==> src/rtl/audio_ch_sched.sv <==
// Double-buffered per-channel sample collector feeding the frame serializer in channel order.
// Issues one sample per cycle over valid/ready from the cycle after a frame tick; stalls hold data.
module audio_ch_sched #(
  parameter int NCH = 8,
  parameter int DW  = 32
) (
  input  logic          iclk,
  input  logic          irst,
  input  logic [DW-1:0] ich_data,
  input  logic [3:0]    ich_num,
  input  logic          ich_data_valid,
  input  logic          iframe_tick,
  output logic [DW-1:0] osmp_data,
  output logic [3:0]    osmp_num,
  output logic          osmp_valid,
  input  logic          ismp_ready,
  output logic          ounderrun,
  output logic          ooverrun,
  output logic          orange_err,
  output logic          oframe_late
);

  localparam logic [4:0] NCH5 = 5'(NCH);
  localparam logic [3:0] LAST = 4'(NCH - 1);

  typedef enum logic {IDLE, SEND} state_t;

  state_t         state, state_nx;
  logic [3:0]     idx, idx_nx;
  logic           wsel, wsel_nx;
  logic [NCH-1:0] mask0, mask1;
  logic [DW-1:0]  bank0 [NCH];
  logic [DW-1:0]  bank1 [NCH];

  logic           in_range, swap, xfer, rd_bit;
  logic [NCH-1:0] dec, wr_vec, wmask, rmask;
  logic [DW-1:0]  rd_word;

  always_comb begin
    in_range = {1'b0, ich_num} < NCH5;
    swap     = (state == IDLE) && iframe_tick;
    wsel_nx  = wsel ^ swap;
    wmask    = wsel ? mask1 : mask0;
    rmask    = wsel ? mask0 : mask1;
    for (int c = 0; c < NCH; c++) dec[c] = (ich_num == 4'(c));
    wr_vec   = (ich_data_valid && in_range) ? dec : '0;
  end

  // Read bank is the one not selected for writing.
  always_comb begin
    rd_word = '0;
    rd_bit  = 1'b0;
    for (int c = 0; c < NCH; c++) begin
      if (idx == 4'(c)) begin
        rd_word = wsel ? bank0[c] : bank1[c];
        rd_bit  = rmask[c];
      end
    end
  end

  assign osmp_valid = (state == SEND);
  assign osmp_num   = osmp_valid ? idx : 4'd0;
  assign osmp_data  = (osmp_valid && rd_bit) ? rd_word : '0;
  assign xfer       = osmp_valid && ismp_ready;

  always_comb begin
    state_nx = state;
    idx_nx   = idx;
    case (state)
      IDLE: if (iframe_tick) begin
        state_nx = SEND;
        idx_nx   = 4'd0;
      end
      SEND: if (xfer) begin
        if (idx == LAST) begin
          state_nx = IDLE;
          idx_nx   = 4'd0;
        end else begin
          idx_nx = idx + 4'd1;
        end
      end
      default: begin
        state_nx = IDLE;
        idx_nx   = 4'd0;
      end
    endcase
  end

  always_ff @(posedge iclk or posedge irst) begin
    if (irst) begin
      state <= IDLE;
      idx   <= 4'd0;
    end else begin
      state <= state_nx;
      idx   <= idx_nx;
    end
  end

  // On a swap the new write bank's mask restarts from this cycle's write alone.
  always_ff @(posedge iclk or posedge irst) begin
    if (irst) begin
      wsel  <= 1'b0;
      mask0 <= '0;
      mask1 <= '0;
    end else begin
      wsel <= wsel_nx;
      if (swap) begin
        if (wsel) mask0 <= wr_vec;
        else      mask1 <= wr_vec;
      end else begin
        if (wsel) mask1 <= mask1 | wr_vec;
        else      mask0 <= mask0 | wr_vec;
      end
    end
  end

  always_ff @(posedge iclk) begin
    for (int c = 0; c < NCH; c++) begin
      if (wr_vec[c]) begin
        if (wsel_nx) bank1[c] <= ich_data;
        else         bank0[c] <= ich_data;
      end
    end
  end

  always_ff @(posedge iclk or posedge irst) begin
    if (irst) begin
      ounderrun   <= 1'b0;
      ooverrun    <= 1'b0;
      orange_err  <= 1'b0;
      oframe_late <= 1'b0;
    end else begin
      ounderrun   <= swap && !(&wmask);
      ooverrun    <= !swap && (|(wr_vec & wmask));
      orange_err  <= ich_data_valid && !in_range;
      oframe_late <= iframe_tick && (state == SEND);
    end
  end

endmodule

==> config.mk <==
export PLATFORM = sky130hd
export DESIGN_NAME = audio_ch_sched
export DESIGN_NICKNAME = d
export VERILOG_FILES = /design/src/rtl/audio_ch_sched.sv
export SDC_FILE = /design/constraint.sdc
export NUM_CORES = 1
export LEC_CHECK = 0
export CAP_MARGIN = 30
export CELL_PAD_IN_SITES_DETAIL_PLACEMENT = 1
export CELL_PAD_IN_SITES_GLOBAL_PLACEMENT = 2
export CORE_MARGIN = 2
export CORE_UTILIZATION = 30
export CTS_BUF_LIST = sky130_fd_sc_hd__clkbuf_4
export CTS_CLUSTER_SIZE = 24
export DETAILED_ROUTE_END_ITERATION = 16
export PLACE_DENSITY_LB_ADDON = 0.08
export SKIP_CTS_REPAIR_TIMING = 1
export SLEW_MARGIN = 20
export SYNTH_ARGS = -nofsm -noshare
export SYNTH_HDL_FRONTEND = slang
export SYNTH_SLANG_ARGS = --single-unit
==> constraint.sdc <==
create_clock -name iclk -period 3.1 [get_ports iclk]
set_input_delay 0.775 -clock iclk [delete_from_list [all_inputs] [get_ports iclk]]
set_output_delay 0.775 -clock iclk [all_outputs]
set_load 0.005 [all_outputs]
==> flow_results.xml, run 1 <==
<?xml version="1.0" encoding="UTF-8"?>
<metrics>
  <group name="clock_network">
    <metric name="max-clock-path-buffers" unit="">3</metric>
    <metric name="clk_latency" unit="ns">0.98</metric>
    <metric name="cts.sinks" unit="">538</metric>
    <metric name="clk_transition_reported_paths" unit="ns">0.06</metric>
    <metric name="tritoncts" unit="">yes</metric>
    <metric name="cts-buffers-inserted" unit="">154</metric>
    <metric name="clock_tree.root_cell" unit="">sky130_fd_sc_hd__clkbuf_4</metric>
    <metric name="htreeDepth" unit="">4</metric>
  </group>
  <group name="power">
    <metric name="p_leak" unit="nW">10.1</metric>
    <metric name="ir_drop" unit="mV">0.410</metric>
    <metric name="post-layout-total-power" unit="mW">24.8</metric>
    <metric name="power.density_cell_area" unit="mW/mm2">886</metric>
  </group>
  <group name="final_layout">
    <metric name="layout_fillers" unit="">7301</metric>
    <metric name="multi_input_logic_area" unit="mm2">0.00606</metric>
    <metric name="finalNetCount" unit="">1705</metric>
    <metric name="post-route-util" unit="">0.390</metric>
    <metric name="final_cells" unit="">2720</metric>
    <metric name="post-route-cell-area" unit="mm2">0.0280</metric>
    <metric name="area_delta_synth_final" unit="%">28.4</metric>
    <metric name="regArea" unit="mm2">0.0160</metric>
    <metric name="drive_above_1_share" unit="">0.333</metric>
  </group>
  <group name="routing">
    <metric name="detail-route-antenna-nets" unit="">0</metric>
    <metric name="vias" unit="">13200</metric>
    <metric name="drc_errors" unit="">0</metric>
    <metric name="wl_per_cell" unit="um">24.6</metric>
    <metric name="route.final.wire_length" unit="um">66900</metric>
    <metric name="drt_iter0_drc" unit="">563</metric>
    <metric name="first_pass_iters" unit="">5</metric>
    <metric name="average_via_count_per_standard_cell" unit="">4.85</metric>
  </group>
  <group name="timing">
    <metric name="final.min_clock_period" unit="ns">4.16</metric>
    <metric name="final.setup.worst_slack" unit="ns">-1.06</metric>
    <metric name="setup_repair_after_global_routing_missed_its_margin" unit="">true</metric>
    <metric name="tightestPinTransition" unit="ns">0.780</metric>
    <metric name="fin_crit_sh" unit="">1.34</metric>
    <metric name="clock.fmax" unit="MHz">240</metric>
    <metric name="final_hold_slack" unit="ns">0.240</metric>
    <metric name="maxSlewHeadroom" unit="">0.478</metric>
    <metric name="finalHoldViolations" unit="">0</metric>
    <metric name="finClkSkew" unit="ns">0.0651</metric>
    <metric name="totalNegativeSetupSlack" unit="ns">-32.18</metric>
    <metric name="setup-violations-final" unit="">32</metric>
    <metric name="drv_slew" unit="">0</metric>
  </group>
  <group name="synthesis">
    <metric name="avgSynthCellArea" unit="um2">16.3</metric>
    <metric name="synth_edf_count" unit="">512</metric>
    <metric name="dominant_combinational_cell_family_by_area_after_synthesis" unit="">multiplexers</metric>
    <metric name="dominantRegCellSynth" unit="">sky130_fd_sc_hd__edfxtp_1</metric>
    <metric name="postSynthCellCount" unit="">1335</metric>
    <metric name="synth-warning-count" unit="">0</metric>
    <metric name="synth-seq-cells" unit="">538</metric>
    <metric name="synth_cell_type_count" unit="">44</metric>
    <metric name="async_flop_share" unit="">0.0483</metric>
    <metric name="yosys.area_share.xor_xnor" unit="">0.000402</metric>
    <metric name="muxShareOfSynthArea" unit="">0.125</metric>
    <metric name="seq_area_frac_synth" unit="">0.735</metric>
    <metric name="synth_simple_gate_area_share" unit="">0.0302</metric>
    <metric name="yosys.area_share.adder" unit="">0.00230</metric>
    <metric name="post_synth_instance_area" unit="mm2">0.0218</metric>
    <metric name="synth_fp_nets" unit="">1380</metric>
    <metric name="compound_cell_area_share_of_the_yosys_netlist" unit="">0.0861</metric>
  </group>
  <group name="status">
    <metric name="outcome" unit="">complete, but fails checks</metric>
    <metric name="violations_in_the_final_reports" unit="">setup timing</metric>
  </group>
  <group name="setup_path">
    <metric name="timing.critical_path.to_type" unit="">output pin</metric>
    <metric name="max_fo_critical_path" unit="">4</metric>
    <metric name="worst_ep_required_time" unit="ns">2.32</metric>
    <metric name="critical_path.startpoint_type" unit="">flop</metric>
    <metric name="setup.worst_path.class" unit="">flop to output pin</metric>
    <metric name="timing.critical_path.arrival" unit="ns">3.39</metric>
  </group>
  <group name="placed_design">
    <metric name="placement.io_buffers" unit="">81</metric>
    <metric name="pre_cts_slack" unit="ns">-0.613</metric>
    <metric name="dp_hpwl" unit="um">39500</metric>
    <metric name="placed_cell_area" unit="mm2">0.0252</metric>
    <metric name="placed_cells" unit="">2424</metric>
    <metric name="routabilityCongestion" unit="">0.711</metric>
  </group>
  <group name="floorplan">
    <metric name="floorplan.die.width" unit="um">274</metric>
    <metric name="core-area" unit="mm2">0.0717</metric>
    <metric name="rows" unit="">98</metric>
    <metric name="die_area" unit="mm2">0.0748</metric>
    <metric name="io-pin-count" unit="">82</metric>
    <metric name="starting_density_of_the_core" unit="">0.304</metric>
    <metric name="die_height" unit="um">274</metric>
  </group>
  <group name="grt">
    <metric name="grt_start_max_net_pins" unit="">34</metric>
    <metric name="wire_length_of_the_first_global_routing_pass" unit="um">95600</metric>
    <metric name="antenna_found_initial" unit="">2</metric>
    <metric name="grt_util_all_layers" unit="">0.177</metric>
    <metric name="grt_pass1_vias" unit="">14100</metric>
    <metric name="grt_total_ovfl" unit="">0</metric>
  </group>
  <group name="min_path">
    <metric name="worstHoldPathType" unit="">input port to asynchronous set/reset pin</metric>
  </group>
  <group name="job">
    <metric name="drv_cap" unit="">0</metric>
  </group>
</metrics>
==> state kept, by name, summed over array words and instances (netlist names) <==
register and cells:
mask1 8, mask0 8, bank1 256, idx 4, orange_err 1, ounderrun 1
oframe_late 1, bank0 256, ooverrun 1, wsel 1, osmp_valid 1
==> logic make-up (layout without fill, tap and decap cells) <==
family          after synthesis  in the layout
compound gates              296            296
xor+xnor                      1              1
fa+ha+maj                     4              4
buf+inv                      90            519
flops                       538            538
mux                         272            272
other cells                   0              6
simple gates                134            134
==> cells in the final DEF, fill, tap and decap left out, types with 33 or more instances in the layout <==
master / count
sky130_fd_sc_hd__a21oi_1: 99
sky130_fd_sc_hd__buf_12: 50
sky130_fd_sc_hd__buf_4: 104
sky130_fd_sc_hd__clkbuf_4: 221
sky130_fd_sc_hd__clkdlybuf4s50_1: 45
sky130_fd_sc_hd__edfxtp_1: 512
sky130_fd_sc_hd__mux2i_1: 270
sky130_fd_sc_hd__nor2_1: 38
sky130_fd_sc_hd__o21ai_0: 36
sky130_fd_sc_hd__o22ai_2: 33
==> final timing paths <==
| kind | slack, ns | start | cells past startpoint | endpoint |
|---|---|---|---|---|
| max | -1.06 | idx[0] | 11 | osmp_data[15] |
| min | 0.24 | irst | 2 | mask1[7] |
| max reg2reg | 0.76 | osmp_valid | 8 | bank0[1][106] |
| min reg2reg | 0.51 | mask0[1] | 1 | mask0[1] |
| max in group asynchronous | 2.23 | irst | 3 | mask1[1] |
| min in group iclk | 0.41 | ich_data_valid | 2 | orange_err |
==> worst max-delay path, cell delays in order (launching register included) <==
cell	delay (ns)
sky130_fd_sc_hd__dfrtp_2	0.47
sky130_fd_sc_hd__inv_4	0.11
sky130_fd_sc_hd__ha_4	0.14
sky130_fd_sc_hd__or4b_4	0.56
sky130_fd_sc_hd__buf_12	0.19
sky130_fd_sc_hd__buf_8	0.12
sky130_fd_sc_hd__buf_6	0.11
sky130_fd_sc_hd__o22ai_2	0.14
sky130_fd_sc_hd__a211o_1	0.18
sky130_fd_sc_hd__nand3_2	0.09
sky130_fd_sc_hd__a21oi_2	0.16
sky130_fd_sc_hd__buf_2	0.13
==> cell type report <==
class / count / share of cell area
Sequential cell: 538 / 0.573
Multi-Input combinational cell: 707 / 0.217
Timing Repair Buffer: 255 / 0.0980
Clock buffer: 221 / 0.0593
Tap cell: 950 / 0.0425
Clock inverter: 39 / 0.00939
Inverter: 4 / 0.000626
Antenna cell: 6 / 0.000537
==> Yosys cell counts (3+ instances only) <==
library cell / instances / area, um2
sky130_fd_sc_hd__and3b_1: 5 / 43.8
sky130_fd_sc_hd__nor2b_1: 4 / 25.0
sky130_fd_sc_hd__nor2_1: 54 / 203
sky130_fd_sc_hd__edfxtp_1: 512 / 15400
sky130_fd_sc_hd__mux2i_1: 270 / 2700
sky130_fd_sc_hd__o21ai_0: 36 / 180
sky130_fd_sc_hd__buf_4: 8 / 60.1
sky130_fd_sc_hd__nand3_1: 36 / 180
sky130_fd_sc_hd__buf_2: 32 / 160
sky130_fd_sc_hd__nand2_1: 13 / 48.8
sky130_fd_sc_hd__buf_1: 3 / 11.3
sky130_fd_sc_hd__a211o_1: 32 / 280
sky130_fd_sc_hd__buf_6: 6 / 67.6
sky130_fd_sc_hd__o22ai_1: 70 / 438
sky130_fd_sc_hd__a21oi_2: 31 / 272
sky130_fd_sc_hd__clkbuf_1: 37 / 139
sky130_fd_sc_hd__ha_1: 4 / 50.1
sky130_fd_sc_hd__a21oi_1: 101 / 505
sky130_fd_sc_hd__dfrtp_1: 26 / 651
sky130_fd_sc_hd__and2_1: 7 / 43.8
sky130_fd_sc_hd__a21o_1: 15 / 113
sky130_fd_sc_hd__inv_1: 3 / 11.3
==> layer usage <==
| metal | vias to the layer above | global-route usage | share of wire |
|---|---|---|---|
| li1 | 6020 | - | - |
| met1 | 6816 | 0.231 | 0.46 |
| met2 | 248 | 0.289 | 0.48 |
| met3 | 115 | 0.0419 | 0.037 |
| met4 | 2 | 0.0572 | 0.022 |
| met5 | - | 0 | 0.00015 |
==> power by group <==
group	total (mW)	switching, mW	internal (mW)
sequential	8.41	0.168	8.24
combinational	9.84	5.41	4.43
clock	6.54	3.03	3.51
No activity file was read; power rests on OpenSTA's default activity.
==> run 2, diff against run 1 <==
clock period = 3.37 ns   (was 3.1 ns; I/O delays follow)
==> run 2 against run 1 <==
  * The flow still finishes with violations (setup timing)
  * Die area stayed put
  * Register-to-register slack gained 0.16 ns
  * Worst hold slack lost 0.045 ns
  * Clock-buffer cell count rose by 19
  * Clock skew fell by 0.0030 ns
  * First-iteration DRC count up 33%
  * Sequential cell count stayed put
  * Cell area decreased by 2.1%
  * Critical path depth grew 1
  * Largest cell class unchanged
  * Largest power group unchanged
  * Highest routed layer unchanged
==> flow_results.xml, run 2 (synthesis gave the netlist of run 1 again) <==
<?xml version="1.0" encoding="UTF-8"?>
<metrics>
  <group name="timing">
    <metric name="final.min_clock_period" unit="ns">4.26</metric>
    <metric name="finClkSkew" unit="ns">0.0621</metric>
    <metric name="fin_crit_sh" unit="">1.26</metric>
    <metric name="setup_repair_after_global_routing_missed_its_margin" unit="">true</metric>
    <metric name="setup-violations-final" unit="">32</metric>
    <metric name="tightestPinTransition" unit="ns">0.697</metric>
    <metric name="clock.fmax" unit="MHz">235</metric>
    <metric name="drv_slew" unit="">0</metric>
    <metric name="finalHoldViolations" unit="">0</metric>
    <metric name="final.setup.worst_slack" unit="ns">-0.886</metric>
    <metric name="maxSlewHeadroom" unit="">0.534</metric>
  </group>
  <group name="placed_design">
    <metric name="placed_cell_area" unit="mm2">0.0249</metric>
    <metric name="dp_hpwl" unit="um">39100</metric>
    <metric name="pre_cts_slack" unit="ns">-0.396</metric>
    <metric name="placed_cells" unit="">2397</metric>
    <metric name="placement.io_buffers" unit="">81</metric>
    <metric name="routabilityCongestion" unit="">0.722</metric>
  </group>
  <group name="clock_network">
    <metric name="clk_transition_reported_paths" unit="ns">0.07</metric>
    <metric name="htreeDepth" unit="">4</metric>
    <metric name="cts.sinks" unit="">538</metric>
    <metric name="clk_latency" unit="ns">0.96</metric>
    <metric name="cts-buffers-inserted" unit="">154</metric>
    <metric name="tritoncts" unit="">yes</metric>
    <metric name="clock_tree.root_cell" unit="">sky130_fd_sc_hd__clkbuf_4</metric>
    <metric name="max-clock-path-buffers" unit="">3</metric>
  </group>
  <group name="setup_path">
    <metric name="slowest_delay" unit="ns">0.53</metric>
    <metric name="critical_path.cell_chain" unit="">buf_6 -&gt; inv_6 -&gt; ha_4 -&gt; or4b_4 -&gt; buf_6 -&gt; buf_12 -&gt; buf_12 -&gt; o22ai_2 -&gt; a211o_1 -&gt; nand3_2 -&gt; a21oi_2 -&gt; buf_2</metric>
    <metric name="timing.critical_path.to_type" unit="">output pin</metric>
    <metric name="worst_ep_required_time" unit="ns">2.53</metric>
    <metric name="timing.reg2reg.setup_slack" unit="ns">0.92</metric>
    <metric name="max_fo_critical_path" unit="">7</metric>
    <metric name="setup.worst_path.class" unit="">flop to output pin</metric>
    <metric name="timing.critical_path.max_delay_family" unit="">buffers and inverters</metric>
    <metric name="timing.critical_path.arrival" unit="ns">3.41</metric>
    <metric name="launching_point_of_the_worst_reg2reg_path" unit="">wsel</metric>
    <metric name="cp_slowest_cell" unit="">sky130_fd_sc_hd__or4b_4</metric>
    <metric name="path_buf_inv" unit="">6</metric>
    <metric name="worstReg2RegEnd" unit="">bank0[0][28]</metric>
    <metric name="critical_path.startpoint_type" unit="">flop</metric>
    <metric name="r2r_cells" unit="">7</metric>
  </group>
  <group name="power">
    <metric name="comb_power_share" unit="">0.378</metric>
    <metric name="p_sw" unit="mW">7.68</metric>
    <metric name="power.density_cell_area" unit="mW/mm2">816</metric>
    <metric name="p_leak" unit="nW">9.89</metric>
    <metric name="intPower" unit="mW">14.7</metric>
    <metric name="power.sequential.fraction" unit="">0.347</metric>
    <metric name="power.share.clock" unit="">0.276</metric>
    <metric name="sw_frac_of_total" unit="">0.344</metric>
    <metric name="ir_drop" unit="mV">0.352</metric>
  </group>
  <group name="final_layout">
    <metric name="final_cells" unit="">2687</metric>
    <metric name="mostFrequentLayoutCells" unit="">sky130_fd_sc_hd__edfxtp_1 (512), sky130_fd_sc_hd__mux2i_1 (270), sky130_fd_sc_hd__clkbuf_4 (240)</metric>
    <metric name="final_common_cell" unit="">sky130_fd_sc_hd__edfxtp_1</metric>
    <metric name="post-route-cell-area" unit="mm2">0.0274</metric>
    <metric name="drive_above_1_share" unit="">0.310</metric>
    <metric name="layout_top_registers" unit="">bank0 (256), bank1 (256)</metric>
    <metric name="post-route-util" unit="">0.382</metric>
    <metric name="area_delta_synth_final" unit="%">25.7</metric>
    <metric name="finalNetCount" unit="">1665</metric>
  </group>
  <group name="floorplan">
    <metric name="starting_density_of_the_core" unit="">0.304</metric>
    <metric name="die_height" unit="um">274</metric>
    <metric name="rows" unit="">98</metric>
    <metric name="die_area" unit="mm2">0.0748</metric>
    <metric name="io-pin-count" unit="">82</metric>
    <metric name="floorplan.die.width" unit="um">274</metric>
    <metric name="core-area" unit="mm2">0.0717</metric>
  </group>
  <group name="grt">
    <metric name="grt_pass1_vias" unit="">14200</metric>
    <metric name="antenna_found_initial" unit="">2</metric>
    <metric name="wire_length_of_the_first_global_routing_pass" unit="um">95600</metric>
    <metric name="grt_start_max_net_pins" unit="">40</metric>
    <metric name="grt_total_ovfl" unit="">0</metric>
    <metric name="grt_util_all_layers" unit="">0.177</metric>
  </group>
  <group name="routing">
    <metric name="drc_errors" unit="">0</metric>
    <metric name="vias" unit="">13200</metric>
    <metric name="drt_iter0_drc" unit="">747</metric>
    <metric name="detail-route-antenna-nets" unit="">0</metric>
    <metric name="wl_per_cell" unit="um">24.4</metric>
    <metric name="route.final.wire_length" unit="um">65700</metric>
    <metric name="first_pass_iters" unit="">4</metric>
    <metric name="average_via_count_per_standard_cell" unit="">4.90</metric>
  </group>
  <group name="min_path">
    <metric name="worstHoldPathType" unit="">input port to asynchronous set/reset pin</metric>
  </group>
  <group name="job">
    <metric name="drv_cap" unit="">0</metric>
  </group>
  <group name="status">
    <metric name="outcome" unit="">complete, but fails checks</metric>
    <metric name="violations_in_the_final_reports" unit="">setup timing</metric>
  </group>
</metrics>
[run 2: worst max-delay path by stage]
stage / from / endpoint / slack, ns / depth (start not counted)
2_1_floorplan: iframe_tick / bank0[0][100] / -0.16 / 7
3_3_place_gp: idx[1] / osmp_data[0] / -0.41 / 10
3_5_place_dp: idx[1] / osmp_data[0] / -0.40 / 10
4_1_cts: idx[1] / osmp_data[0] / -1.53 / 10
5_1_grt: idx[0] / osmp_data[8] / -1.08 / 12
6_report: idx[0] / osmp_data[9] / -0.89 / 12
[run 2: layout make-up]
cell class,count,area (um2)
Fill cell,7289,44300
Multi-Input combinational cell,707,5850
Sequential cell,538,16000
Clock buffer,240,1800
Timing Repair Buffer,215,2300
Inverter,4,20.0
Tap cell,950,1190
Clock inverter,31,190
Antenna cell,2,5.00
[run 2: power groups by stage]
| stage | clock [mW] | combinational (mW) | sequential [mW] |
|---|---|---|---|
| global route | 6.76 | 9.10 | 7.77 |
| global placement | 0 | 8.09 | 7.87 |
| finish | 6.17 | 8.45 | 7.75 |
| CTS | 6.42 | 8.10 | 7.74 |
| detailed placement | 0 | 8.07 | 7.88 |
| floorplan | 0 | 4.50 | 7.83 |
[run 2: per-stage QoR]
stage | TNS, ns | hold slack (ns) | power [mW]
finish | -26.09 | 0.195 | 22.4
global route | -32.53 | 0.146 | 23.6
CTS | -45.05 | 0.0866 | 22.3
detailed placement | -9.08 | 0.497 | 15.9
global placement | -9.15 | 0.485 | 16.0
floorplan | -54.27 | 0.464 | 12.3
[run 2: per-layer routing]
layer	vias to the layer above	wire, um	global-route usage
met5	-	10	0
met1	6872	30600	0.235
met3	116	2200	0.0388
met4	2	1410	0.0610
met2	236	31500	0.287
li1	5949	-	-
==> run 3, diff against run 2 <==
clock period = 4.26 ns   (was 3.37 ns; I/O delays follow)
==> run 3 against run 2 <==
  * The flow still finishes with violations (setup timing)
  * Register-to-register slack better by 0.55 ns
  * Highest routed layer unchanged
  * Clock-buffer cell count is 16 lower
  * Critical path type unchanged
  * First-iteration DRC count is 4.3% lower
  * Clock power is 21% lower
  * Core utilization is 0.64 points lower
  * Clock skew is 0.015 ns lower
  * Worst setup slack better by 0.67 ns
==> flow_results.xml, run 3 (synthesis gave the netlist of run 1 again) <==
<?xml version="1.0" encoding="UTF-8"?>
<metrics>
  <group name="setup_path">
    <metric name="critical_path.startpoint_type" unit="">flop</metric>
    <metric name="setup.worst_path.class" unit="">flop to output pin</metric>
    <metric name="timing.critical_path.to_type" unit="">output pin</metric>
    <metric name="max_fo_critical_path" unit="">8</metric>
    <metric name="cp_slowest_cell" unit="">sky130_fd_sc_hd__or4b_4</metric>
    <metric name="worst_ep_required_time" unit="ns">3.19</metric>
    <metric name="timing.critical_path.max_delay_family" unit="">buffers and inverters</metric>
    <metric name="critical_path.cell_chain" unit="">inv_2 -&gt; ha_4 -&gt; or4b_4 -&gt; buf_4 -&gt; buf_12 -&gt; o22ai_2 -&gt; a211o_1 -&gt; nand3_1 -&gt; a21oi_2 -&gt; buf_4 -&gt; clkbuf_2</metric>
    <metric name="path_buf_inv" unit="">5</metric>
    <metric name="launching_point_of_the_worst_reg2reg_path" unit="">wsel</metric>
    <metric name="timing.reg2reg.setup_slack" unit="ns">1.47</metric>
    <metric name="slowest_delay" unit="ns">0.56</metric>
    <metric name="r2r_cells" unit="">7</metric>
    <metric name="worstReg2RegEnd" unit="">bank0[0][76]</metric>
    <metric name="critical-path-top-cell-by-count" unit="">sky130_fd_sc_hd__buf_4</metric>
    <metric name="timing.critical_path.arrival" unit="ns">3.41</metric>
    <metric name="critical_path_cell_count" unit="">11</metric>
  </group>
  <group name="clock_network">
    <metric name="cts-buffers-inserted" unit="">154</metric>
    <metric name="clk_transition_reported_paths" unit="ns">0.06</metric>
    <metric name="clock_tree.root_cell" unit="">sky130_fd_sc_hd__clkbuf_4</metric>
    <metric name="clk_latency" unit="ns">0.99</metric>
    <metric name="max-clock-path-buffers" unit="">3</metric>
    <metric name="cts.sinks" unit="">538</metric>
    <metric name="tritoncts" unit="">yes</metric>
    <metric name="htreeDepth" unit="">4</metric>
  </group>
  <group name="power">
    <metric name="ir_drop" unit="mV">0.486</metric>
    <metric name="post-layout-total-power" unit="mW">17.9</metric>
    <metric name="power.density_cell_area" unit="mW/mm2">666</metric>
    <metric name="p_leak" unit="nW">9.67</metric>
  </group>
  <group name="final_layout">
    <metric name="finalNetCount" unit="">1627</metric>
    <metric name="final_common_cell" unit="">sky130_fd_sc_hd__edfxtp_1</metric>
    <metric name="layout_fillers" unit="">7257</metric>
    <metric name="final_cells" unit="">2633</metric>
    <metric name="drive_above_1_share" unit="">0.282</metric>
    <metric name="post-route-cell-area" unit="mm2">0.0269</metric>
    <metric name="layout_top_registers" unit="">bank0 (256), bank1 (256)</metric>
    <metric name="area_delta_synth_final" unit="%">23.6</metric>
    <metric name="mostFrequentLayoutCells" unit="">sky130_fd_sc_hd__edfxtp_1 (512), sky130_fd_sc_hd__mux2i_1 (270), sky130_fd_sc_hd__clkbuf_4 (224)</metric>
  </group>
  <group name="timing">
    <metric name="final_hold_slack" unit="ns">0.324</metric>
    <metric name="finalHoldViolations" unit="">0</metric>
    <metric name="final.setup.worst_slack" unit="ns">-0.215</metric>
    <metric name="fin_crit_sh" unit="">1.05</metric>
    <metric name="drv_slew" unit="">0</metric>
    <metric name="clock.fmax" unit="MHz">223</metric>
    <metric name="setup_repair_after_global_routing_missed_its_margin" unit="">true</metric>
    <metric name="setup-violations-final" unit="">32</metric>
    <metric name="tightestPinTransition" unit="ns">0.689</metric>
    <metric name="maxSlewHeadroom" unit="">0.540</metric>
    <metric name="finClkSkew" unit="ns">0.0468</metric>
    <metric name="final.min_clock_period" unit="ns">4.47</metric>
  </group>
  <group name="floorplan">
    <metric name="die_area" unit="mm2">0.0748</metric>
    <metric name="rows" unit="">98</metric>
    <metric name="core-area" unit="mm2">0.0717</metric>
    <metric name="starting_density_of_the_core" unit="">0.304</metric>
    <metric name="io-pin-count" unit="">82</metric>
    <metric name="die_height" unit="um">274</metric>
    <metric name="floorplan.die.width" unit="um">274</metric>
  </group>
  <group name="placed_design">
    <metric name="dp_hpwl" unit="um">32200</metric>
    <metric name="pre_cts_slack" unit="ns">0.0698</metric>
    <metric name="placed_cell_area" unit="mm2">0.0241</metric>
    <metric name="placed_cells" unit="">2330</metric>
    <metric name="placement.io_buffers" unit="">81</metric>
    <metric name="routabilityCongestion" unit="">0.677</metric>
  </group>
  <group name="routing">
    <metric name="drt_iter0_drc" unit="">715</metric>
    <metric name="average_via_count_per_standard_cell" unit="">4.96</metric>
    <metric name="wl_per_cell" unit="um">25.0</metric>
    <metric name="drc_errors" unit="">0</metric>
    <metric name="first_pass_iters" unit="">5</metric>
    <metric name="route.final.wire_length" unit="um">65800</metric>
    <metric name="vias" unit="">13100</metric>
    <metric name="detail-route-antenna-nets" unit="">0</metric>
  </group>
  <group name="grt">
    <metric name="grt_start_max_net_pins" unit="">92</metric>
    <metric name="grt_util_all_layers" unit="">0.171</metric>
    <metric name="grt_pass1_vias" unit="">13900</metric>
    <metric name="wire_length_of_the_first_global_routing_pass" unit="um">92700</metric>
    <metric name="grt_total_ovfl" unit="">0</metric>
    <metric name="antenna_found_initial" unit="">4</metric>
  </group>
  <group name="min_path">
    <metric name="worstHoldPathType" unit="">input port to asynchronous set/reset pin</metric>
  </group>
  <group name="status">
    <metric name="violations_in_the_final_reports" unit="">setup timing</metric>
    <metric name="outcome" unit="">complete, but fails checks</metric>
  </group>
  <group name="job">
    <metric name="drv_cap" unit="">0</metric>
  </group>
</metrics>
## run 3: per-stage QoR
stage / setup TNS [ns] / util
floorplan: 0 / -
global placement: 0 / 0.336
detailed placement: 0 / 0.336
CTS: -31.45 / 0.364
global route: -10.72 / 0.376
finish: -4.70 / 0.376
## run 3: where the power goes
group	switching [mW]	total [mW]	leakage, nW	internal, mW
registers	0.174	6.17	4.92	6.00
logic	3.86	6.91	3.60	3.05
clock network	2.18	4.86	1.15	2.68
## run 3: worst register-to-register path: cells and delay by family (launching register included)
kind,cells,cell delay [ns]
buffers and inverters,4,1.12
and+or+nand+nor,3,0.77
DFF,1,0.56
## run 3: how the worst max path moves through the flow
stage	endpoint	from	slack [ns]
finish	osmp_data[31]	idx[1]	-0.21
global route	osmp_data[23]	idx[1]	-0.39
CTS	osmp_data[11]	idx[0]	-1.06
detailed placement	osmp_data[8]	idx[0]	0.07
global placement	osmp_data[31]	idx[0]	0.13
floorplan	bank0[0][100]	iframe_tick	0.51
## run 3: final cells by class
| type | count | area, um2 | share of cell area |
|---|---|---|---|
| Antenna cell | 2 | 5.00 | 0.000186 |
| Sequential cell | 538 | 16000 | 0.595 |
| Timing Repair Buffer | 177 | 1950 | 0.0725 |
| Multi-Input combinational cell | 707 | 5800 | 0.215 |
| Clock buffer | 224 | 1680 | 0.0624 |
| Inverter | 4 | 17.5 | 0.000650 |
| Clock inverter | 31 | 262 | 0.00971 |
| Tap cell | 950 | 1190 | 0.0441 |
## run 3: per-layer routing
| metal | global-route usage | up-vias | wire length [um] |
|---|---|---|---|
| li1 | - | 5863 | - |
| met2 | 0.274 | 249 | 31100 |
| met3 | 0.0385 | 104 | 2530 |
| met5 | 0 | - | 12 |
| met4 | 0.0603 | 2 | 1200 |
| met1 | 0.229 | 6832 | 31000 |
